**src/rtl/spi_pkg.sv**
```systemverilog
// ---------------------------------------------------------------------------
// spi_pkg: types and constants shared by the spibus master and spi_slave.
//   - spi_state_e    : slave frame state (IDLE / ACTIVE)
//   - DEFAULT_DATA_W : default word width in bits
//   - SPI_CPOL/CPHA  : bus mode (mode 0), shared with the master
// ---------------------------------------------------------------------------
package spi_pkg;

  localparam int DEFAULT_DATA_W = 8;

  // Mode 0: sclk idles low, data is sampled on the rising edge.
  localparam logic SPI_CPOL = 1'b0;
  localparam logic SPI_CPHA = 1'b0;

  typedef enum logic [0:0] {
    IDLE   = 1'b0,
    ACTIVE = 1'b1
  } spi_state_e;

endpackage : spi_pkg

```
**src/rtl/spi_sync.sv**
```systemverilog
// ---------------------------------------------------------------------------
// spi_sync: brings one asynchronous SPI pin into the clk domain.
// A SYNC_STAGES-deep flop chain is followed by one delay flop, so the
// level output and the delayed copy can be compared to find edges.
//
// Ports:
//   clk    in   system clock
//   reset  in   synchronous active-high reset (chain loads RESET_VAL)
//   din    in   asynchronous pin
//   level  out  synchronized level
//   rise   out  one-cycle strobe on a synchronized 0->1 transition
//   fall   out  one-cycle strobe on a synchronized 1->0 transition
// ---------------------------------------------------------------------------
module spi_sync
  import spi_pkg::*;
#(
  parameter int   SYNC_STAGES = 2,
  parameter logic RESET_VAL   = 1'b0
) (
  input  logic clk,
  input  logic reset,
  input  logic din,
  output logic level,
  output logic rise,
  output logic fall
);

  logic [SYNC_STAGES-1:0] chain_r;
  logic                   dly_r;

  // Synchronizer chain plus the delay flop used for edge detection.
  always_ff @(posedge clk) begin
    if (reset) begin
      chain_r <= {SYNC_STAGES{RESET_VAL}};
      dly_r   <= RESET_VAL;
    end else begin
      chain_r <= {chain_r[SYNC_STAGES-2:0], din};
      dly_r   <= chain_r[SYNC_STAGES-1];
    end
  end

  assign level = chain_r[SYNC_STAGES-1];
  assign rise  = chain_r[SYNC_STAGES-1] & ~dly_r;
  assign fall  = ~chain_r[SYNC_STAGES-1] & dly_r;

endmodule : spi_sync

```
**src/rtl/spi_slave.sv**
```systemverilog
// ---------------------------------------------------------------------------
// spi_slave: SPI mode-0 slave, oversampled by the system clock.
// Received words appear on rx_data with a one-cycle rx_valid strobe; the
// word to send is taken from tx_data (strobe tx_taken) at frame start and
// at every word boundary, and shifted out MSB-first on miso.
//
// Ports:
//   clk       in   system clock (sclk must be <= clk/4)
//   reset     in   synchronous active-high reset
//   sclk      in   SPI clock (asynchronous)
//   ss        in   slave select, active low (asynchronous)
//   mosi      in   serial data from master (asynchronous)
//   miso      out  serial data to master
//   tx_data   in   [DATA_W] word to transmit
//   tx_taken  out  pulse when tx_data is captured
//   rx_data   out  [DATA_W] last complete received word
//   rx_valid  out  pulse when rx_data updates
//   frame_err out  pulse when the frame ends mid-word
//                  (only with SPI_SLAVE_FRAME_ERR_EN defined)
//   busy      out  high while the frame is active
//
// Optional feature macro: SPI_SLAVE_FRAME_ERR_EN
// ---------------------------------------------------------------------------
module spi_slave
  import spi_pkg::*;
#(
  parameter int DATA_W      = DEFAULT_DATA_W,
  parameter int SYNC_STAGES = 2
) (
  input  logic              clk,
  input  logic              reset,
  input  logic              sclk,
  input  logic              ss,
  input  logic              mosi,
  output logic              miso,
  input  logic [DATA_W-1:0] tx_data,
  output logic              tx_taken,
  output logic [DATA_W-1:0] rx_data,
  output logic              rx_valid,
`ifdef SPI_SLAVE_FRAME_ERR_EN
  output logic              frame_err,
`endif
  output logic              busy
);

  localparam int CNT_W = (DATA_W > 1) ? $clog2(DATA_W) : 1;
  localparam logic [CNT_W-1:0] LAST_BIT = CNT_W'(DATA_W - 1);

  // Synchronized pins and edge strobes.
  logic sclk_s, sclk_rise_s, sclk_fall_s;
  logic ss_s, ss_rise_s, ss_fall_s;
  logic mosi_s, mosi_rise_s, mosi_fall_s;
  logic sync_unused_s;

  // FSM and datapath registers with their next values.
  spi_state_e        state_r, state_nx;
  logic [CNT_W-1:0]  bit_cnt_r, bit_cnt_nx;
  logic [DATA_W-1:0] tx_sh_r, tx_sh_nx;
  logic [DATA_W-1:0] rx_sh_r, rx_sh_nx;
  logic [DATA_W-1:0] rx_data_r, rx_data_nx;
  logic              rx_valid_r, rx_valid_nx;
  logic              tx_taken_r, tx_taken_nx;
  logic              miso_r, miso_nx;
  logic              busy_r, busy_nx;
  logic [DATA_W-1:0] rx_word_s;
`ifdef SPI_SLAVE_FRAME_ERR_EN
  logic              frame_err_r, frame_err_nx;
`endif

  spi_sync #(.SYNC_STAGES(SYNC_STAGES), .RESET_VAL(1'b0)) u_sync_sclk (
    .clk(clk), .reset(reset), .din(sclk),
    .level(sclk_s), .rise(sclk_rise_s), .fall(sclk_fall_s)
  );

  // ss idles high, so its chain resets to 1 to avoid a false frame start.
  spi_sync #(.SYNC_STAGES(SYNC_STAGES), .RESET_VAL(1'b1)) u_sync_ss (
    .clk(clk), .reset(reset), .din(ss),
    .level(ss_s), .rise(ss_rise_s), .fall(ss_fall_s)
  );

  spi_sync #(.SYNC_STAGES(SYNC_STAGES), .RESET_VAL(1'b0)) u_sync_mosi (
    .clk(clk), .reset(reset), .din(mosi),
    .level(mosi_s), .rise(mosi_rise_s), .fall(mosi_fall_s)
  );

  // Only edges of sclk/ss and the level of mosi drive the logic.
  assign sync_unused_s = ^{sclk_s, ss_s, mosi_rise_s, mosi_fall_s};

  // Word as it stands after shifting in the current mosi sample.
  assign rx_word_s = {rx_sh_r[DATA_W-2:0], mosi_s};

  // State register.
  always_ff @(posedge clk) begin
    if (reset) begin
      state_r <= IDLE;
    end else begin
      state_r <= state_nx;
    end
  end

  // Next-state logic: frames are bounded purely by ss edges.
  always_comb begin
    state_nx = state_r;
    case (state_r)
      IDLE: begin
        if (ss_fall_s) begin
          state_nx = ACTIVE;
        end else begin
          state_nx = IDLE;
        end
      end
      ACTIVE: begin
        if (ss_rise_s) begin
          state_nx = IDLE;
        end else begin
          state_nx = ACTIVE;
        end
      end
      default: state_nx = IDLE;
    endcase
  end

  // Output/datapath next values; ss_rise outranks any sclk edge.
  always_comb begin
    bit_cnt_nx  = bit_cnt_r;
    tx_sh_nx    = tx_sh_r;
    rx_sh_nx    = rx_sh_r;
    rx_data_nx  = rx_data_r;
    rx_valid_nx = 1'b0;
    tx_taken_nx = 1'b0;
    miso_nx     = miso_r;
`ifdef SPI_SLAVE_FRAME_ERR_EN
    frame_err_nx = 1'b0;
`endif
    case (state_r)
      IDLE: begin
        bit_cnt_nx = '0;
        if (ss_fall_s) begin
          // First bit must be on miso before the first rising sclk.
          miso_nx     = tx_data[DATA_W-1];
          tx_sh_nx    = {tx_data[DATA_W-2:0], 1'b0};
          tx_taken_nx = 1'b1;
        end else begin
          miso_nx = 1'b0;
        end
      end
      ACTIVE: begin
        if (ss_rise_s) begin
          miso_nx    = 1'b0;
          bit_cnt_nx = '0;
`ifdef SPI_SLAVE_FRAME_ERR_EN
          frame_err_nx = (bit_cnt_r != '0);
`endif
        end else if (sclk_rise_s) begin
          rx_sh_nx = rx_word_s;
          if (bit_cnt_r == LAST_BIT) begin
            // Word boundary: deliver it and load the next word unshifted;
            // the following falling sclk puts its MSB on miso.
            rx_data_nx  = rx_word_s;
            rx_valid_nx = 1'b1;
            bit_cnt_nx  = '0;
            tx_sh_nx    = tx_data;
            tx_taken_nx = 1'b1;
          end else begin
            bit_cnt_nx = bit_cnt_r + CNT_W'(1);
          end
        end else if (sclk_fall_s) begin
          miso_nx  = tx_sh_r[DATA_W-1];
          tx_sh_nx = {tx_sh_r[DATA_W-2:0], 1'b0};
        end else begin
          miso_nx = miso_r;
        end
      end
      default: begin
        bit_cnt_nx = '0;
        miso_nx    = 1'b0;
      end
    endcase
    busy_nx = (state_nx == ACTIVE);
  end

  // Datapath and output registers.
  always_ff @(posedge clk) begin
    if (reset) begin
      bit_cnt_r  <= '0;
      tx_sh_r    <= '0;
      rx_sh_r    <= '0;
      rx_data_r  <= '0;
      rx_valid_r <= 1'b0;
      tx_taken_r <= 1'b0;
      miso_r     <= 1'b0;
      busy_r     <= 1'b0;
`ifdef SPI_SLAVE_FRAME_ERR_EN
      frame_err_r <= 1'b0;
`endif
    end else begin
      bit_cnt_r  <= bit_cnt_nx;
      tx_sh_r    <= tx_sh_nx;
      rx_sh_r    <= rx_sh_nx;
      rx_data_r  <= rx_data_nx;
      rx_valid_r <= rx_valid_nx;
      tx_taken_r <= tx_taken_nx;
      miso_r     <= miso_nx;
      busy_r     <= busy_nx;
`ifdef SPI_SLAVE_FRAME_ERR_EN
      frame_err_r <= frame_err_nx;
`endif
    end
  end

  assign miso     = miso_r;
  assign tx_taken = tx_taken_r;
  assign rx_data  = rx_data_r;
  assign rx_valid = rx_valid_r;
  assign busy     = busy_r;
`ifdef SPI_SLAVE_FRAME_ERR_EN
  assign frame_err = frame_err_r;
`endif

endmodule : spi_slave

```
**config.mk**
```make
export PLATFORM = sky130hd
export DESIGN_NAME = spi_slave
export DESIGN_NICKNAME = d
export VERILOG_FILES = /design/src/rtl/spi_pkg.sv /design/src/rtl/spi_sync.sv /design/src/rtl/spi_slave.sv
export SDC_FILE = /design/constraint.sdc
export NUM_CORES = 1
export LEC_CHECK = 0
export CAP_MARGIN = 20
export CORE_MARGIN = 2
export CORE_UTILIZATION = 47
export DETAILED_ROUTE_END_ITERATION = 10
export GPL_ROUTABILITY_DRIVEN = 0
export PLACE_DENSITY = 0.74
export SLEW_MARGIN = 40
export SYNTH_ARGS = -nofsm -noshare
export SYNTH_HDL_FRONTEND = slang
export SYNTH_SLANG_ARGS = --single-unit
```
**constraint.sdc**
```tcl
create_clock -name clk -period 1.7 [get_ports clk]
set_clock_uncertainty 0.2 [all_clocks]
set_input_delay 0.425 -clock clk [delete_from_list [all_inputs] [get_ports clk]]
set_output_delay 0.425 -clock clk [all_outputs]
set_load 0.02 [all_outputs]
```
* After elaboration in Yosys (flattened, before gate mapping)
Cells that the tools add are included.
** Storage, ports and cells
- Register bits after elaboration :: 38
- Input port bits :: 13
- Logic and storage cells :: 59
** Cells by class
- Bitwise operators :: 10
- Eq/ne operators :: 8
- $add $sub $neg :: 1
- Multiplexer cells :: 22
- Reduce and logical (&&, ||, !) cells :: 5
** Operators by type and width (count)
- 8-bit 2-to-1 mux :: 5
- 8-bit one-hot mux with 2 select lines :: 1
- 3-bit != test, second input constant :: 4
- 1-bit 2-to-1 mux :: 9
- 3-bit 2-to-1 mux :: 3
- 4-bit AND reduction :: 2
- 1-bit NOT :: 6
- 1-bit one-hot mux with 2 select lines :: 3
- 3-bit one-hot mux with 2 select lines :: 1
- 1-bit bitwise AND :: 4
- 2-bit != test, second input constant :: 2
- 3-bit by 1-bit adder with 3-bit output, second input constant :: 1
- 3-bit == test, second input constant :: 1
- 3-bit by 2-bit != test with 1-bit output, second input constant :: 1
- 3-bit AND reduction :: 1
- 2-bit AND reduction :: 1
- 2-bit OR reduction :: 1

* Depth between registers and ports, before layout
- Word-level depth :: 6
- Mapped depth :: 7

* Cells and area by module
Synthesis repeated with hierarchy kept, for this count alone.
** Unflattened totals
- Cell total of the unflattened synthesis :: 165
- Area total of the unflattened synthesis :: 1581.5 um^2
** Modules (own cells, without submodules)
- spi_slave :: instances 1, seq. area each 600.6 um^2, area an instance 1306.3 um^2, cells each 141
- spi_sync at u_sync_mosi ... :: instances 2, seq. area each 60.1 um^2, area an instance 91.3 um^2, cells each 8
- spi_sync at u_sync_ss :: instances 1, seq. area each 60.1 um^2, area an instance 92.6 um^2, cells each 8

* Worst setup path after synthesis
Ideal clock, no wire load.
- Kind :: reg-to-reg
- From :: register bit_cnt_r[0]
- To :: register tx_sh_r[5]
- Stages on the path, launching flop included :: 8
- Clock period less this slack :: 1776 ps
- Slack :: -76 ps
- Data arrival time :: 1444 ps
- Library setup time :: 132 ps
- Cell sequence :: dfxtp_1 > ha_1 > ha_1 > and3b_1 > o211ai_4 > buf_6 > a211o_1 > a21oi_1
** Between the ends
- Longest elaborated chain between the ends :: 3
** RTL lines
- from (decl) :: line spi_slave.sv:57 : logic [CNT_W-1:0] bit_cnt_r, bit_cnt_nx;
- from (signal assigned) :: line spi_slave.sv:197 : bit_cnt_r <= bit_cnt_nx;
- 3-bit == test :: line spi_slave.sv:156 : if (bit_cnt_r == LAST_BIT) begin
- 3-bit by 2-bit != test with 1-bit output (no source line)
- 4-bit AND reduction (no source line)
- to (signal assigned) :: line spi_slave.sv:198 : tx_sh_r <= tx_sh_nx;
- to (decl) :: line spi_slave.sv:58 : logic [DATA_W-1:0] tx_sh_r, tx_sh_nx;
No other way between the ends.
A chain may end at the register's enable or synchronous reset.

* Worst setup path after layout
- From :: register bit_cnt_r[0]
- To :: register tx_sh_r[0]
Same word-level chain as after synthesis.

==> results.json <==
{
  "outcome": "complete, but fails checks",
  "violations": "setup timing",
  "yosys.area.top_type": "dfxtp_1",
  "layout.nets": 212,
  "worst-endpoint-arrival_ps": 1920,
  "cp_max_fo": 5,
  "antenna_found_initial": 0,
  "area_growth_pct": 30.2,
  "fin_crit_ps": 1840,
  "crit_required_ps": 1780,
  "setup-tns-final_ps": -974,
  "cts_buffers": 5,
  "clock_latency_ps": 340,
  "drtIter0Drc": 130,
  "worst_pin_slew_ps": 299,
  "core_area_um2": 3310,
  "vias": 1320,
  "hpwl_mm": 2.27,
  "drv_cap": 0,
  "wl_per_cell_um": 14.0,
  "netlist_area_um2": 1610,
  "ir_drop_mv": 0.502,
  "clock-sinks": 38,
  "netlist_top_cells_area": "dfxtp_1 (47%), mux2i_1 (11%), nor2_1 (5.4%), and3b_1 (4.4%), a21oi_1 (3.4%)",
  "finalPower_w": 0.00155,
  "grt_pass1_vias": 1319,
  "slew_viol_final": 0,
  "critPathKind": "register to register",
  "antenna_cells": 0,
  "synth_warnings": 0,
  "firstDrtPassIters": 4,
  "cts-root-buf": "clkbuf_4",
  "clk_pin_slew_worst_paths_ps": 110,
  "cts_max_level": 2,
  "fp.dieH_um": 62.5,
  "grt_setup_unrepaired": "yes",
  "min_period_over_period_pct": 108,
  "p_leak_nw": 0.922,
  "p_switching_w": 0.000372,
  "synth_cell_types": 29,
  "seqPwrFrac_pct": 59.0,
  "io_buffers": 24,
  "wirelength_mm": 3.43,
  "hold_slack_ps": 224,
  "cts_tree": "built",
  "fp.dieArea_um2": 3910,
  "place_ws_ps": -190,
  "grt_start_max_net_pins": 26,
  "remaining_drc_errors": 0,
  "yosysSeqAreaShare_pct": 47.3,
  "drive_gt1_share_pct": 22.2,
  "overflow": 0,
  "power.density_nw_per_um2": 742,
  "crit_path_end_kind": "register",
  "min-delay-path-class": "register to register",
  "grt_util_all_layers_pct": 18.7,
  "rows": 21,
  "syn_inst": 162,
  "worst_slack_ps": -137,
  "max_freq_ghz": 0.544,
  "syn-num-nets": 177,
  "start_util_pct": 48.6,
  "hold_violations": 0,
  "vias_per_cell": 5.41,
  "grt_pass1_wl_mm": 5.88,
  "postRouteAntennaNets": 0,
  "cts_hold_buf": 0,
  "clkPwrFrac_pct": 31.4,
  "num-fill-cells": 296,
  "cp-start-kind": "register",
  "num_io_pins": 25,
  "p_int_w": 0.00118,
  "yosysTopAreaCellShare_pct": 47.3,
  "swShare_pct": 23.9,
  "p_comb_share_pct": 9.6,
  "ctsLongestPathBuffers": 2,
  "setup_violations": 16,
  "fin_util_pct": 63.3,
  "die_w_um": 62.5,
  "ys_ff_latch": 38,
  "maxSlewHeadroom_pct": 80.0,
  "postSynthAreaPerCell_um2": 9.93
}
==> stage by stage <==
step,cells,area (um2)
final,244,2090
after global routing,244,2090
after CTS,244,2060
after detailed placement,233,1980
after global placement,233,1980
after floorplan,162,1640
==> registers in the layout, summed over array words and instances (netlist names), 2 cells and up <==
signal	cells
bit_cnt_r	3
rx_data	8
rx_sh_r	7
tx_sh_r	8
u_sync_mosi.chain_r	2
u_sync_sclk.chain_r	2
u_sync_ss.chain_r	2
==> synthesized netlist by cell type <==
library cell	count
a21oi_1	11
nand2_1	1
buf_2	4
mux2i_1	17
nor2_1	23
dfxtp_1	38
or2b_2	1
clkinv_1	1
or4_1	1
and2b_4	1
buf_6	3
o211ai_4	1
or2_2	3
buf_4	1
nand3_1	9
nor2b_1	5
inv_2	1
a32oi_1	1
nand2b_1	2
and2b_1	1
nand3_2	1
ha_1	2
a211o_1	6
and3b_1	8
nand2b_4	2
clkbuf_1	4
nor3_1	6
a211oi_1	7
a221o_1	1
==> layer usage <==
metal | global-route usage [%] | share of wire (%)
met1 | 21.1 | 41
met5 | 0 | 0
met4 | 8.61 | 2.2
met3 | 6.13 | 5.2
met2 | 32.0 | 51
==> power groups by stage <==
| stage | Clock (W) | Sequential [W] | Combinational (W) |
|---|---|---|---|
| after floorplan | 0 | 0.000939 | 0.0000765 |
| after global placement | 0 | 0.000936 | 0.000140 |
| after detailed placement | 0 | 0.000937 | 0.000144 |
| after CTS | 0.000504 | 0.000916 | 0.000145 |
| after global routing | 0.000554 | 0.000919 | 0.000161 |
| final | 0.000488 | 0.000916 | 0.000149 |
==> cell type report <==
type	instances	area, um2	area share, %
multi-input cells	111	827	39.5
clock buffers	6	51.3	2.45
repair buffers	39	375	17.9
well taps	46	57.6	2.75
inverters	2	7.51	0.358
clock inverters	2	12.5	0.597
flip-flops and latches	38	763	36.4
==> final timing paths <==
| path | depth (start not counted) | startpoint | to | slack, ps |
|---|---|---|---|---|
| worst max-delay path | 6 | bit_cnt_r[0]$_SDFFE_PP0P_ | tx_sh_r[0]$_SDFFE_PP0P_ | -140 |
| worst min-delay path | 1 | u_sync_ss.chain_r[0]$_SDFF_PP1_ | u_sync_ss.chain_r[1]$_SDFF_PP1_ | 220 |
| worst max register to register | 6 | bit_cnt_r[0]$_SDFFE_PP0P_ | tx_sh_r[0]$_SDFFE_PP0P_ | -140 |
| worst min register to register | 1 | u_sync_ss.chain_r[0]$_SDFF_PP1_ | u_sync_ss.chain_r[1]$_SDFF_PP1_ | 220 |
==> what timing repair did <==
| item | 4_1_cts | 5_1_grt |
|---|---|---|
| pin swaps | 6 | 9 |
| gates resized for setup | 14 | 15 |
| gates cloned | 1 | 0 |
| buffers inserted | 2 | 0 |
| endpoints found under the setup margin | 23 | 24 |
==> cells by family after synthesis <==
family | share of synthesized area, %
AO/OA/AOI/OAI | 12.4
adder cells (fa/ha/maj) | 1.55
buffers and inverters | 5.21
flip-flops | 47.3
multiplexers | 10.6
AND/OR/NAND/NOR | 22.9
==> placed cells by master, fill, tap and decap left out, types with 2 or more instances in the layout <==
master           count
dfxtp_1             36
nor2_1              23
mux2i_1             17
clkdlybuf4s50_1     12
buf_4               11
nand3_1              9
a21oi_1              8
and3b_1              7
a211oi_1             7
clkdlybuf4s15_1      7
a211o_1              6
nor3_1               6
nor2b_1              5
clkbuf_4             5
dlygate4sd2_1        4
a21oi_2              3
or2_2                3
nand2b_4             2
nand2b_1             2
o211ai_4             2
ha_4                 2
dfxtp_2              2
buf_12               2
buf_6                2
==> worst max-delay path, cell delays in order (launching register included) <==
cell and delay (ps):
dfxtp_2 370, ha_4 140, ha_4 120, and3b_2 260
o211ai_4 120, or4_4 440, a21oi_2 140
Power figures use the tool's default switching activity.
